**config.mk**
```make
export PLATFORM = sky130hd
export DESIGN_NAME = cpu_controller
export DESIGN_NICKNAME = d
export VERILOG_FILES = /design/src/rtl/cpu_controller.sv
export SDC_FILE = /design/constraint.sdc
export NUM_CORES = 1
export LEC_CHECK = 0
export ABC_AREA = 0
export CORE_AREA = 2 2 39 41
export CTS_BUF_LIST = sky130_fd_sc_hd__clkbuf_4 sky130_fd_sc_hd__clkbuf_8
export CTS_CLUSTER_SIZE = 16
export DETAILED_ROUTE_END_ITERATION = 10
export DIE_AREA = 0 0 41 43
export MAX_ROUTING_LAYER = met4
export PLACE_DENSITY_LB_ADDON = 0.25
export SETUP_SLACK_MARGIN = 0.02
export SKIP_LAST_GASP = 1
export SYNTH_ARGS = -nofsm -noshare
export SYNTH_HDL_FRONTEND = slang
export SYNTH_SLANG_ARGS = --single-unit
export TNS_END_PERCENT = 30
```
**constraint.sdc**
```tcl
create_clock -name clk_ -period 4.1 [get_ports clk_]
set_input_delay 0.82 -clock clk_ [delete_from_list [all_inputs] [get_ports clk_]]
set_output_delay 0.82 -clock clk_ [all_outputs]
set_load 0.05 [all_outputs]
```
**src/rtl/cpu_controller.sv**
```systemverilog
// Eight-phase fetch/decode/execute sequencer for the 8-bit accumulator CPU.
// Drives memory, IR, PC and accumulator strobes from the phase, opcode and alu zero flag.
module cpu_controller (
    input  logic       clk_,
    input  logic       rst_n,
    input  logic [2:0] opcode,
    input  logic       zero,
    output logic       mem_rd,
    output logic       mem_wr,
    output logic       load_ir,
    output logic       load_ac,
    output logic       load_pc,
    output logic       inc_pc,
    output logic       halt,
    output logic [2:0] phase
);

    typedef enum logic [2:0] {
        INST_ADDR  = 3'd0,
        INST_FETCH = 3'd1,
        INST_LOAD  = 3'd2,
        IDLE       = 3'd3,
        OP_ADDR    = 3'd4,
        OP_FETCH   = 3'd5,
        ALU_OP     = 3'd6,
        STORE      = 3'd7
    } phase_e;

    typedef enum logic [2:0] {
        OP_HLT = 3'd0,
        OP_SKZ = 3'd1,
        OP_ADD = 3'd2,
        OP_AND = 3'd3,
        OP_XOR = 3'd4,
        OP_LDA = 3'd5,
        OP_STO = 3'd6,
        OP_JMP = 3'd7
    } opcode_e;

    phase_e  phase_q;
    phase_e  phase_d;
    opcode_e op;
    logic    aluOp;

    assign op    = opcode_e'(opcode);
    assign aluOp = (op == OP_ADD) || (op == OP_AND) || (op == OP_XOR) || (op == OP_LDA);
    assign phase = phase_q;

    always_ff @(posedge clk_ or negedge rst_n) begin
        if (!rst_n) begin
            phase_q <= INST_ADDR;
        end else begin
            phase_q <= phase_d;
        end
    end

    // HLT parks the sequencer in OP_ADDR; only reset moves it on.
    always_comb begin
        phase_d = phase_e'(phase_q + 3'd1);
        if (phase_q == OP_ADDR && op == OP_HLT) begin
            phase_d = OP_ADDR;
        end
    end

    always_comb begin
        mem_rd  = 1'b0;
        mem_wr  = 1'b0;
        load_ir = 1'b0;
        load_ac = 1'b0;
        load_pc = 1'b0;
        inc_pc  = 1'b0;
        halt    = 1'b0;
        unique case (phase_q)
            INST_ADDR: begin
            end
            INST_FETCH: begin
                mem_rd = 1'b1;
            end
            INST_LOAD, IDLE: begin
                mem_rd  = 1'b1;
                load_ir = 1'b1;
            end
            OP_ADDR: begin
                inc_pc = (op != OP_HLT);
                halt   = (op == OP_HLT);
            end
            OP_FETCH: begin
                mem_rd = aluOp;
            end
            ALU_OP: begin
                mem_rd  = aluOp;
                load_ac = aluOp;
                inc_pc  = (op == OP_SKZ) && zero;
                load_pc = (op == OP_JMP);
            end
            STORE: begin
                // JMP raises both PC strobes here; the PC lets load_pc win.
                mem_rd  = aluOp;
                load_ac = aluOp;
                inc_pc  = (op == OP_JMP);
                load_pc = (op == OP_JMP);
                mem_wr  = (op == OP_STO);
            end
            default: begin
            end
        endcase
    end

endmodule

```
==> results.ini, run 1 <==
[run_status]
outcome=finished clean

[synthesis]
syn-cell-area_um2=308
ys_ff_latch=3
synth.yosys.seq_area_share_pct=24.4
synth_common_cells=ha_1, inv_1, nor2_1
synth.net_count=50
synthTopCellsByArea=ha_1, dfrtp_1, inv_1
synth_most_common_cell=ha_1
avgSynthCellArea_um2=8.32
synth_top_area_share_pct=28.5
synthFlopType=dfrtp_1
synth_edf_count=0
synth_cells=37
synth_area_leader_cell=ha_1
synth_async_sr_flop_share_pct=100
yosys_warnings=0
synth_cell_types=20

[clocking]
clkTransAtPathRegs_ns=0.03
postCtsSetupRepairBufs=0
clock_path_buffers=2
cts-buffers-inserted=3
cts_sinks=3
ctsHtreeMaxLevel=1
cts-hold-fix-buffers=0
cts-root-buf=clkbuf_4
tritoncts=built
insertion_delay_ns=0.23
cts_resized=0

[routing]
drt_iter0_drc=6
wire_per_inst_um=9.28
vias_per_cell=4.22
firstDrtPassIters=4
wl_um=668
antenna_left=0
drc=0
vias=304

[global_route]
grt_use_met1_pct=12.0
grt_max_degree=8
antenna_found_initial=0
grt-busiest-layer=met1
grt_pass1_vias=262
grt_pass1_wl_um=1050
grt_util_all_layers_pct=8.98
grt-ovfl-total=0
gr-usage-met3_pct=1.57
grtUsageMet2_pct=10.9

[worst_hold_path]
hp-class=flip-flop to flip-flop

[timing]
fin_skew_ns=0.00149
tightest_slew_ns=0.493
fin_tns_setup_ns=0
setup_viol=0
fmax_ghz=0.276
fin_crit_ns=3.63
drv_slew=0
rsz0062_at_grt=false
final-hold-violation-count=0
maxSlewHeadroom_pct=67.0
fin_crit_sh_pct=88.5

[critical_path]
cp_slowest_cell=clkdlybuf4s50_1
startpoint_type=input pin
r2r_setup_slack_ns=2.78
reg2regPathDepth=5
arrival_ns=2.81
required_ns=3.28
slowest_delay_ns=0.82
endpoint=mem_rd
reg2reg_to=phase[2]
critPathKind=input pin to primary output
crit_chain=clkdlybuf4s50_1 > xor2_1 > o22ai_1 > a31oi_1 > clkdlybuf4s50_1
cpMostUsedCell=clkdlybuf4s50_1
crit_cells=5
crit_fanout=7
endpoint_kind=primary output
crit_buf_inv=2
worstSetupStartpoint=opcode[1]
cp_top_family=buffers and inverters
critical_path.reg2reg.startpoint=phase[0]

[place]
port_buffers=15
gp_congestion=0.659
dp_hpwl_um=538

[floorplanning]
die_w_um=41
dieArea_um2=1760
die_y_um=43
rows=14
coreArea_um2=1380
ios=16
initial_utilization_pct=22.2

[cells_and_area]
antenna_cells=0
finalNetCount=70
largest_reg_flops=3
drive_above_1_share_pct=10.7
synthToLayoutAreaGrowth_pct=65.0
seq_area_um2=75.1
multi_input_area_um2=214
fillerInstances=143

[run]
cap_violations=0

[kinds of logic (layout without fill, tap and decap cells)]
family                     Yosys count  after routing  share of synthesized area (%)
DFF                                  3              3                           24.4
AOI/OAI and AO/OA                    5              5                           9.76
xor gates and xnor gates             1              1                           2.85
and+or+nand+nor                     16             16                           28.5
adders and majority gates            7              7                           28.5
buffers and inverters                5             24                           6.10
[how the worst min path moves through the flow]
stage                     cells after the start       end     start
after global routing                          1  phase[0]  phase[0]
after floorplan                               0  phase[0]     rst_n
after CTS                                     1  phase[0]  phase[0]
after global placement                        1  phase[0]  phase[0]
after detailed placement                      1  phase[0]  phase[0]
final                                         1  phase[0]  phase[0]
[placed cells by master, fill, tap and decap left out]
cell / Yosys / routed
and4b_1: 1 / 1
clkdlybuf4s50_1: 0 / 15
nand2b_1: 1 / 1
nor3_1: 1 / 1
nor4_1: 1 / 1
clkbuf_4: 0 / 4
o22ai_1: 1 / 1
a21boi_0: 1 / 1
a31oi_1: 1 / 1
o21ai_0: 1 / 1
ha_1: 7 / 7
xor2_1: 1 / 1
nand3_1: 2 / 2
and2b_2: 1 / 1
or2_2: 1 / 1
or3_1: 1 / 1
nand4_1: 1 / 1
a21oi_1: 1 / 1
dfrtp_1: 3 / 3
inv_1: 5 / 5
nor2_1: 5 / 5
nand2_1: 1 / 1
[routing by layer]
metal  part of all wire (%)  vias to the layer above
met2                     44                        8
met4                      0                        0
met3                    5.5                        0
met5                      0                        -
li1                       -                      165
met1                     51                      131
[stage by stage]
stage	util (%)	instance area (µm²)	setup slack (ns)	cells	hold WS [ns]
final	36.7	508	0.473	72	0.542
after global routing	36.7	508	0.327	72	0.583
after CTS	36.7	508	0.474	72	0.544
after detailed placement	34.5	478	0.473	68	0.539
after global placement	34.5	478	0.488	68	0.544
after floorplan	-	308	0.715	37	0.524
[cell type report]
| class | instances | share of cell area (%) |
|---|---|---|
| inverter | 5 | 3.69 |
| clock buffer | 4 | 5.91 |
| multi-input combinational | 29 | 42.1 |
| tap | 16 | 3.94 |
| timing repair buffer | 15 | 29.6 |
| sequential | 3 | 14.8 |
Power of run 1 is left out: the tool's default activity adds up to more than one toggle a clock period on the data nets, which glitch-free logic cannot reach.
==> inputs of run 2 (changes only) <==
==> constraint.sdc (replaced) <==
create_clock -name clk_ -period 4.1 [get_ports clk_]
set_input_delay 0.615 -clock clk_ [delete_from_list [all_inputs] [get_ports clk_]]
set_output_delay 0.615 -clock clk_ [all_outputs]
set_load 0.05 [all_outputs]
==> results of run 2 <==
The final DEF is identical to that of run 1. Status: finished clean.
Among the figures that moved: setup slack after placement 0.473 ns -> 0.883 ns; setup slack after layout 0.473 ns -> 0.883 ns
Power of run 2 is left out for the same reason.
